**src/rtl/prim_secded_inv_64_57_enc_stream.sv**
```systemverilog
// Streaming inverted SECDED(64,57) Hsiao encoder with a main + skid buffer.
// Ports: clk_i, rst_i (sync, active-high); in_valid_i/in_ready_o/in_data_i[56:0];
//   out_valid_o/out_ready_i/out_data_o[63:0]; enc_cnt_o[CNT_W-1:0] (saturating);
//   inj_mask_i[63:0] only when SECDED_ENC_ERR_INJ_EN is defined.
module prim_secded_inv_64_57_enc_stream #(
  parameter int CNT_W = 16
) (
  input  logic             clk_i,
  input  logic             rst_i,
  input  logic             in_valid_i,
  output logic             in_ready_o,
  input  logic [56:0]      in_data_i,
  output logic             out_valid_o,
  input  logic             out_ready_i,
  output logic [63:0]      out_data_o,
  output logic [CNT_W-1:0] enc_cnt_o
`ifdef SECDED_ENC_ERR_INJ_EN
  ,
  input  logic [63:0]      inj_mask_i
`endif
);

  localparam logic [56:0] M0 = 57'h0103fff800007fff;
  localparam logic [56:0] M1 = 57'h017c1ff801ff801f;
  localparam logic [56:0] M2 = 57'h01bde1f87e0781e1;
  localparam logic [56:0] M3 = 57'h01deee3b8e388e22;
  localparam logic [56:0] M4 = 57'h01ef76cdb2c93244;
  localparam logic [56:0] M5 = 57'h01f7bb56d5525488;
  localparam logic [56:0] M6 = 57'h01fbdda769a46910;
  localparam logic [63:0] INV = 64'h5400000000000000;

  typedef enum logic [1:0] {
    EMPTY = 2'd0,
    ONE   = 2'd1,
    FULL  = 2'd2
  } state_t;

  state_t      state;
  logic [63:0] skid;
  logic [6:0]  par;
  logic [63:0] cw;
  logic        acc;
  logic        take;

  assign acc  = in_valid_i & in_ready_o;
  assign take = out_valid_o & out_ready_i;

  // Encode ahead of the register so the output is a pure flop.
  always_comb begin
    par    = '0;
    par[0] = ^(in_data_i & M0);
    par[1] = ^(in_data_i & M1);
    par[2] = ^(in_data_i & M2);
    par[3] = ^(in_data_i & M3);
    par[4] = ^(in_data_i & M4);
    par[5] = ^(in_data_i & M5);
    par[6] = ^(in_data_i & M6);
    cw     = {par, in_data_i} ^ INV;
`ifdef SECDED_ENC_ERR_INJ_EN
    cw     = cw ^ inj_mask_i;
`endif
  end

  always_ff @(posedge clk_i) begin
    if (rst_i) begin
      state       <= EMPTY;
      out_valid_o <= 1'b0;
      in_ready_o  <= 1'b1;
      out_data_o  <= '0;
      skid        <= '0;
      enc_cnt_o   <= '0;
    end else begin
      if (take && (enc_cnt_o != '1)) begin
        enc_cnt_o <= enc_cnt_o + CNT_W'(1);
      end
      unique case (state)
        EMPTY: begin
          if (acc) begin
            out_data_o  <= cw;
            out_valid_o <= 1'b1;
            state       <= ONE;
          end
        end
        ONE: begin
          if (acc && take) begin
            out_data_o <= cw;
          end else if (take) begin
            out_valid_o <= 1'b0;
            state       <= EMPTY;
          end else if (acc) begin
            // Main is stalled: park the new word, stop accepting.
            skid       <= cw;
            in_ready_o <= 1'b0;
            state      <= FULL;
          end
        end
        FULL: begin
          if (take) begin
            out_data_o <= skid;
            in_ready_o <= 1'b1;
            state      <= ONE;
          end
        end
        default: begin
          state       <= EMPTY;
          out_valid_o <= 1'b0;
          in_ready_o  <= 1'b1;
        end
      endcase
    end
  end

endmodule
```
**config.mk**
```make
export PLATFORM = sky130hd
export DESIGN_NAME = prim_secded_inv_64_57_enc_stream
export DESIGN_NICKNAME = d
export VERILOG_FILES = /design/src/rtl/prim_secded_inv_64_57_enc_stream.sv
export SDC_FILE = /design/constraint.sdc
export NUM_CORES = 1
export LEC_CHECK = 0
export ABC_AREA = 1
export BUFFER_PORTS_ARGS = -buffer_cell sky130_fd_sc_hd__buf_2
export CORE_ASPECT_RATIO = 0.7
export CORE_MARGIN = 5
export CORE_UTILIZATION = 40
export CTS_BUF_LIST = sky130_fd_sc_hd__clkbuf_16
export CTS_CLUSTER_DIAMETER = 60
export DETAILED_ROUTE_END_ITERATION = 10
export PLACE_DENSITY = 0.59
export SETUP_SLACK_MARGIN = 0.15
export SYNTH_ARGS = -nofsm -noshare
export SYNTH_HDL_FRONTEND = slang
export SYNTH_SLANG_ARGS = --single-unit
```
**constraint.sdc**
```tcl
create_clock -name clk_i -period 2.36 [get_ports clk_i]
set_clock_uncertainty 0.1 [all_clocks]
set_input_delay 0.472 -clock clk_i [delete_from_list [all_inputs] [get_ports clk_i]]
set_output_delay 0.472 -clock clk_i [all_outputs]
set_load 0.005 [all_outputs]
```
==> metrics.md, run 1 <==
| Metric | Value |
|---|---|
| Fin. Hold Viols | `0` |
| Syn avg cell area | `6.16 sq um` |
| Netlist Area Pre-Place | `0.00848 sq mm` |
| Detailed Place HPWL | `16.9 mm` |
| Area contributors post-synth | `dfxtp_1 (35%), nand2_1 (25%), o21ai_0 (7.3%)` |
| Crit-path slowest cell | `dfxtp_1` |
| # rows | `44` |
| Max clock buf depth | `2` |
| Worst-Margin Slew | `0.829 ns` |
| Post-synthesis cell type count | `36` |
| Port Buffers | `142` |
| Largest net degree at the start of global routing | `79` |
| Max-slew headroom | `44.7%` |
| I/O pins | `143` |
| WS Path Type | `register to register` |
| GR Overflow Total | `0` |
| ANT cells | `0` |
| Period utilization | `82.5%` |
| Antenna-violating nets left | `0` |
| Setup TNS | `0 ns` |
| Critical path buffers and inverters | `3` |
| Synth Register Bits | `148` |
| Total power | `7650 uW` |
| Worst path required time | `2.62 ns` |
| Leakage | `0.00519 uW` |
| Fillers | `2225` |
| Height of the chip | `132 um` |
| Drt pass-1 iters | `5` |
| Initial antenna violation count | `0` |
| Via Count | `8722` |
| Detailed Route WL | `24.0 mm` |
| Mapped Nets | `1439` |
| Total core area | `0.0208 sq mm` |
| Slowest Stage Delay on Critical Path | `0.48 ns` |
| WL/cell | `13.5 um` |
| Final instance area | `0.00996 sq mm` |
| R2r startpoint | `state[0]` |
| Post-layout util | `47.8%` |
| Worst Path Arrival | `2.21 ns` |
| Initial Util | `40.8%` |
| Clock-pin transition on the worst setup and hold timing paths | `0.06 ns` |
| Die ar. | `0.0243 sq mm` |
| PD cells | `769 mW/mm^2` |
| Worst Setup SP | `state[0]` |
| Hold_sp | `in_data_i[5]` |
| Sequential area share after synthesis | `34.9%` |
| Main flop type after synthesis | `dfxtp_1` |
| CTS buffer count | `17` |
| Yosys warnings | `0` |
| Most frequent cell after synthesis | `nand2_1` |
| Clk_lat worst skew | `0.44 ns` |
| RSZ-0062 raised after global routing | `no` |
| Fin worst setup slack | `0.412 ns` |
| Post-placement worst setup slack | `0.219 ns` |
| Fraction of layout cells with a size suffix above 1 | `13.3%` |
| Crit-path cells | `inv_2, nor2_1, nand3_1, a21oi_4, buf_12, buf_4, o21ai_0, a31oi_1` |
| Post-synth top area cell | `dfxtp_1` |
| Yosys top cell area share | `34.9%` |
| First-pass GRT wire length | `39.8 mm` |
| Max-slew violations | `0` |
| GRT Util Overall | `19.6%` |
| Setup Viol. Count Final | `0` |
| Hold Path Class | `primary input to register` |
| Synth top cells by count | `nand2_1 (556), dfxtp_1 (148), inv_1 (124), o21ai_0 (123), nand3_1 (100)` |
| Ys async rst share | `0%` |
| MaxCap Viol Count | `0` |
| CTS tree | `done` |
| Cells after Synth | `1377` |
| Number of global-route vias before repair | `8074` |
| R2R Setup Slk | `0.41 ns` |
| Residual DRC count | `0` |
| Vias per cell | `4.92` |
| Crit path max-delay family | `buffers and inverters` |
| Clk root buf | `clkbuf_16` |
| Max Freq | `513 MHz` |
| Status | `finished clean` |
| Setup crit start kind | `register` |
| Gpl congestion | `0.871` |
| Final min period | `1.95 ns` |
| Die Span X | `184 um` |
| Area grow syn2layout | `17.4%` |
| Placement Cell Area | `0.00939 sq mm` |
| EDFF count, synth | `0` |
| H-tree levels | `4` |
| Worst-path fanout max | `40` |
| Clock sink total | `148` |
| Worst IR Drop VDD | `0.000505 V` |
| Crit end category | `register` |
| Final nets | `1547` |
| Initial DRC count | `576` |
[worst paths after layout]
check | end | cells after the start
setup / recovery | out_data_o[43] | 8
hold / removal | skid[5] | 3
setup reg to reg | out_data_o[43] | 8
hold reg to reg | out_data_o[58] | 2
[area by class of cell]
class | instances | area [sq um] | share of cell area (%)
clock buffer | 17 | 425 | 4.27
clock inverter | 15 | 139 | 1.39
inverter | 129 | 485 | 4.88
multi-input combinational | 1034 | 4730 | 47.5
sequential | 148 | 2960 | 29.8
tap | 276 | 345 | 3.47
timing repair buffer | 155 | 871 | 8.75
[through the flow]
stage | std cells | hold WS [ns]
6_report | 1774 | 0.235
2_1_floorplan | 1377 | 0.355
3_5_place_dp | 1742 | 0.357
4_1_cts | 1774 | 0.216
5_1_grt | 1774 | 0.242
3_3_place_gp | 1742 | 0.353
[logic make-up after synthesis]
kind of cell / share of synthesized area [%]
and+or+nand+nor: 35.0
AOI/OAI and AO/OA: 16.8
buffers and inverters: 9.44
DFF: 34.9
xor gates and xnor gates: 3.69
adders and majority gates: 0.147
[layout by cell type (no fill, tap or decap), types with 6 or more instances in the layout]
cell type / count
a21oi_1: 65
a31oi_1: 58
buf_2: 142
buf_4: 8
clkbuf_16: 17
dfxtp_1: 148
inv_1: 123
nand2_1: 556
nand3_1: 100
nand4_1: 6
nor2_1: 52
nor3_1: 8
o211ai_1: 8
o21ai_0: 123
xnor2_1: 13
xor2_1: 19
[tightest hold or removal path, cell delays in order]
cell and delay, ns:
buf_2 0.12, inv_1 0.07, a21oi_1 0.05
[metal layers]
metal  routed length [um]  vias to the layer above  global-route usage [%]
li1                     -                     4660                       -
met1                12400                     3870                    28.3
met2                10200                      177                    30.2
met4                  227                        0                    5.17
met5                    0                        -                       0
met3                 1130                       15                    3.61
[sequential cells by signal, indices dropped and copies added (netlist names)]
name         count
out_data_o      64
skid            64
enc_cnt_o       16
state            2
in_ready_o       1
out_valid_o      1
[report_power, final]
part           switching, uW  internal (uW)
clock                   1120           1540
sequential               158           2830
combinational           1270            736
total                   2550           5110
[repair_timing]
action / in CTS / in global routing
hold buffers: 0 / 0
gates resized for setup: 0 / 1
setup buffers: 0 / 0
endpoints found under the setup margin: 0 / 1
Power figures use the tool's default switching activity.
==> inputs of run 2 (changes only) <==
PLACE_DENSITY = 0.61   (was 0.59)
clock period = 1.7 ns   (was 2.36 ns; I/O delays follow)
==> metrics.md, run 2 (synthesis results as in run 1) <==
| Metric | Value |
|---|---|
| Status | `finished clean` |
| Worst path required time | `1.92 ns` |
| Period utilization | `98.9%` |
| Largest regs | `out_data_o (64), skid (64), enc_cnt_o (16)` |
| Max Freq | `595 MHz` |
| WS Path Type | `register to register` |
| Clk_lat worst skew | `0.44 ns` |
| Area grow syn2layout | `49.2%` |
| Final min period | `1.68 ns` |
| Critical path's most frequent cell | `buf_12` |
| Critical path buffers and inverters | `6` |
| MaxCap Viol Count | `0` |
| Leakage | `0.00644 uW` |
| CTS tree | `done` |
| Clk root buf | `clkbuf_16` |
| Via Count | `9720` |
| Detailed Route WL | `28.8 mm` |
| GR Overflow Total | `0` |
| # rows | `44` |
| Placement Cell Area | `0.0106 sq mm` |
| Worst Path Arrival | `1.90 ns` |
| Worst Setup SP | `state[0]` |
| Commonest non-fill, non-tap cell in the layout | `nand2_1` |
| Worst Hold Slack | `0.0983 ns` |
| Final nets | `1732` |
| R2r startpoint | `state[0]` |
| Initial antenna violation count | `1` |
| Total core area | `0.0208 sq mm` |
| Sw frac | `32.8%` |
| RSZ-0062 raised after global routing | `yes` |
| Post-layout util | `60.8%` |
| Combinational share of power | `35.0%` |
| Most frequent cells in the layout | `nand2_1 (525), dfxtp_1 (138), buf_2 (138), buf_4 (137), inv_1 (112)` |
| Critical Path Stages | `9` |
| Crit-path cells | `inv_4, nor3_4, inv_2, nor2_4, buf_12, buf_16, buf_12, buf_12, a21oi_2` |
| I/O pins | `143` |
| Max-slew violations | `0` |
| Clock Power Share | `31.4%` |
| Fraction of layout cells with a size suffix above 1 | `31.4%` |
| Residual DRC count | `0` |
| Height of the chip | `132 um` |
| GRT Util Overall | `21.8%` |
| Crit path max-delay family | `buffers and inverters` |
| Crit-path slowest cell | `dfxtp_2` |
| Worst-path fanout max | `6` |
| H-tree levels | `4` |
| Slowest Stage Delay on Critical Path | `0.36 ns` |
| Gpl congestion | `0.897` |
| PD cells | `988 mW/mm^2` |
| Setup TNS | `0 ns` |
| Max-slew headroom | `76.2%` |
| Worst IR Drop VDD | `0.000682 V` |
| ANT cells | `0` |
| Fillers | `1952` |
| Clock-pin transition on the worst setup and hold timing paths | `0.06 ns` |
| Setup Viol. Count Final | `0` |
| Crit end category | `register` |
| Cell-internal power | `8410 uW` |
| Largest net degree at the start of global routing | `78` |
| P_sw | `4100 uW` |
| Max clock buf depth | `2` |
| Vias per cell | `4.96` |
| First-pass GRT wire length | `43.8 mm` |
| Initial DRC count | `660` |
| Number of global-route vias before repair | `8805` |
| Fin. Hold Viols | `0` |
| CTS buffer count | `17` |
| Worst-Margin Slew | `0.357 ns` |
| Post-placement worst setup slack | `-0.253 ns` |
| Detailed Place HPWL | `18.1 mm` |
| Antenna-violating nets left | `0` |
| Drt pass-1 iters | `5` |
| Final instance area | `0.0127 sq mm` |
| Worst R2R Path Depth | `9` |
| Setup crit start kind | `register` |
| WL/cell | `14.7 um` |
| CTS hold repair buffers | `0` |
| Hold_sp | `in_data_i[53]` |
| Fin worst setup slack | `0.0188 ns` |
| Initial Util | `40.8%` |
| Die Span X | `184 um` |
| Sequential cell fraction of total power | `33.6%` |
| Hold Path Class | `primary input to register` |
| Die ar. | `0.0243 sq mm` |
| Hold depth | `3` |
| Port Buffers | `142` |
| Clock sink total | `148` |
run 2: final timing paths:
| kind | slack [ns] | endpoint |
|---|---|---|
| worst max-delay path | 0.02 | skid[41] |
| worst min-delay path | 0.1 | out_data_o[53] |
| worst max register to register | 0.02 | skid[41] |
| worst min register to register | 0.36 | out_data_o[58] |
run 2: final cells by class:
type,instances,area (sq um),share of cell area (%)
Inverter,129,518,4.09
Clock inverter,15,171,1.35
Clock buffer,17,425,3.36
Timing Repair Buffer,340,2930,23.1
Multi-Input combinational cell,1034,5290,41.8
Sequential cell,148,2980,23.6
Tap cell,276,345,2.73
run 2: worst min-delay path, stage by stage:
cell and delay, ns:
buf_2 0.12, nand2_1 0.06, a31oi_1 0.07
run 2: power by group through the flow:
stage | Combinational [uW] | Sequential [uW] | Clock, uW
3_3_place_gp | 3120 | 4210 | 0
6_report | 4380 | 4200 | 3930
5_1_grt | 4790 | 4260 | 4150
2_1_floorplan | 1880 | 4230 | 0
4_1_cts | 3860 | 4160 | 4000
3_5_place_dp | 3170 | 4220 | 0
run 2: repair_timing:
item | in CTS | in global routing
setup endpoints to repair | 97 | 145
setup buffers | 14 | 19
gates cloned | 9 | 12
endpoints found under the hold margin | 0 | 0
gates resized for setup | 62 | 198
pin swaps | 11 | 36
run 2: routing by layer:
metal,track usage [%],wire [um],up-vias
met1,30.7,13900,4445
met5,0,13,-
li1,-,-,5035
met2,34.5,13000,208
met4,5.05,387,2
met3,4.55,1580,30
run 2: stage by stage:
step | cells | power [uW]
after floorplan | 1377 | 6110
after global placement | 1874 | 7330
after detailed placement | 1874 | 7380
after CTS | 1929 | 12000
after global routing | 1959 | 13200
final | 1959 | 12500
==> inputs of run 3 (changes only) <==
CORE_UTILIZATION = 45   (was 40)
CTS_BUF_LIST = sky130_fd_sc_hd__clkbuf_2 sky130_fd_sc_hd__clkbuf_4 sky130_fd_sc_hd__clkbuf_8   (was sky130_fd_sc_hd__clkbuf_16)
PLACE_DENSITY = 0.68   (was 0.61)
==> metrics.md, run 3 (synthesis results as in run 1) <==
| Metric | Value |
|---|---|
| Fillers | `1601` |
| Residual DRC count | `0` |
| Final instance area | `0.0126 sq mm` |
| Max-slew headroom | `76.9%` |
| Worst path required time | `1.95 ns` |
| Crit end category | `register` |
| Worst-path fanout max | `8` |
| Placement Cell Area | `0.0105 sq mm` |
| Fin worst setup slack | `-0.0201 ns` |
| RR Endpoint | `out_data_o[51]` |
| Worst-Margin Slew | `0.346 ns` |
| Final min period | `1.72 ns` |
| Failing checks | `setup timing` |
| Gpl congestion | `0.883` |
| # rows | `42` |
| Final non-filler cell total | `1918` |
| Status | `finished, violations left` |
| PD cells | `939 mW/mm^2` |
| R2R Setup Slk | `-0.02 ns` |
| GR Overflow Total | `0` |
| H-tree levels | `4` |
| MaxCap Viol Count | `0` |
| Clk_lat worst skew | `0.46 ns` |
| Most frequent cells in the layout | `nand2_1 (533), buf_4 (143), buf_2 (140), dfxtp_1 (136), inv_1 (114)` |
| ANT cells | `0` |
| Die ar. | `0.0217 sq mm` |
| R2r startpoint | `state[0]` |
| Initial DRC count | `564` |
| Detailed Route WL | `28.3 mm` |
| Worst IR Drop VDD | `0.000484 V` |
| Setup TNS | `-0.106 ns` |
| Detailed Place HPWL | `17.7 mm` |
| Commonest non-fill, non-tap cell in the layout | `nand2_1` |
| CTS tree | `done` |
| Leakage | `0.00635 uW` |
| Worst R2R Path Depth | `10` |
| WS Path Type | `register to register` |
| Drt pass-1 iters | `5` |
| Hold Path Class | `primary input to register` |
| Clock-pin transition on the worst setup and hold timing paths | `0.10 ns` |
| Max clock buf depth | `2` |
| Crit-path slowest cell | `dfxtp_4` |
| WL/cell | `14.8 um` |
| Worst Path Arrival | `1.97 ns` |
| Number of global-route vias before repair | `8638` |
| Setup Viol. Count Final | `13` |
| Dpl cells | `1844` |
| Area used by multi-input combinational logic | `0.00562 sq mm` |
| Fin. Hold Viols | `0` |
| Slowest Stage Delay on Critical Path | `0.38 ns` |
| CTS buffer count | `17` |
| Total core area | `0.0187 sq mm` |
| Final nets | `1725` |
| Hold Path End | `out_data_o[22]` |
| First-pass GRT wire length | `42.1 mm` |
| Clk root buf | `clkbuf_8` |
| Area grow syn2layout | `49.0%` |
| Post-layout util | `67.6%` |
| Setup crit start kind | `register` |
| Fraction of layout cells with a size suffix above 1 | `31.4%` |
| Crit-path cells | `inv_4, nand2_4, inv_2, nand2_4, nand2_4, a21oi_4, buf_12, buf_12, clkbuf_16, a31oi_1` |
| Antenna-violating nets left | `0` |
| Port Buffers | `142` |
| Max-slew violations | `0` |
| Hold depth | `3` |
| Largest regs | `out_data_o (64), skid (64), enc_cnt_o (16)` |
| Register area | `0.00299 sq mm` |
| Via Count | `9782` |
| Height of the chip | `125 um` |
| RSZ-0062 raised after global routing | `yes` |
| I/O pins | `143` |
| Max Freq | `581 MHz` |
| Vias per cell | `5.10` |
| Period utilization | `101%` |
| GRT Util Overall | `23.1%` |
| Initial antenna violation count | `1` |
| Die Span X | `174 um` |
| Initial Util | `45.3%` |
| Largest net degree at the start of global routing | `72` |
| Critical path's most frequent cell | `nand2_4` |
| Hold_sp | `in_data_i[22]` |
| Clock sink total | `148` |
| Post-placement worst setup slack | `-0.271 ns` |
==> run 3: worst max-delay path: cells and delay by family, from the launching register on <==
family          cells  cell delay (ns)
simple gates        3             0.17
buf+inv             5             0.63
compound gates      2             0.31
flops               1             0.38
==> run 3: how the worst max path moves through the flow <==
stage                       start              to  slack, ns  cells past startpoint
CTS                  enc_cnt_o[2]   enc_cnt_o[14]       0.09                      7
floorplan           in_data_i[15]  out_data_o[59]       0.08                     14
global route             state[0]   out_data_o[9]      -0.10                     10
detailed placement  in_data_i[20]  out_data_o[60]      -0.27                     14
finish                   state[0]  out_data_o[51]      -0.02                     10
global placement    in_data_i[20]        skid[60]      -0.20                     14
==> run 3: layer usage <==
metal  GRT usage, %  vias up  part of all wire (%)
li1               -     5031                     -
met1           31.7     4449                    46
met2           37.4      264                    47
met3           4.52       36                   5.0
met4           5.68        2                   1.6
met5              0        -                 0.025
==> run 3: what timing repair did <==
action                                 in CTS  in global routing
hold buffers                                0                  0
setup buffers                              12                 10
pin swaps                                  12                 22
setup endpoints to repair                 139                147
resized for setup                          44                213
endpoints found under the hold margin       0                  0
gates cloned                                5                 15
==> run 3: area by class of cell <==
cell class              count  area share (%)
multi-input cells        1034            44.5
flip-flops and latches    148            23.6
repair buffers            332            21.9
inverters                 129            4.11
well taps                 242            2.40
clock buffers              20            2.08
clock inverters            12            1.35
repair inverters            1          0.0891
==> run 3: through the flow <==
stage | total power [uW] | hold slack (ns)
after global routing | 12600 | 0.0578
after detailed placement | 7340 | 0.353
after CTS | 10800 | 0.0445
after global placement | 7280 | 0.352
final | 11900 | 0.0700
after floorplan | 6110 | 0.316
==> run 3: power breakdown <==
group	switching (uW)	internal [uW]	total, uW
Clock	1490	1560	3050
Combinational	2500	2120	4620
Sequential	265	3930	4200
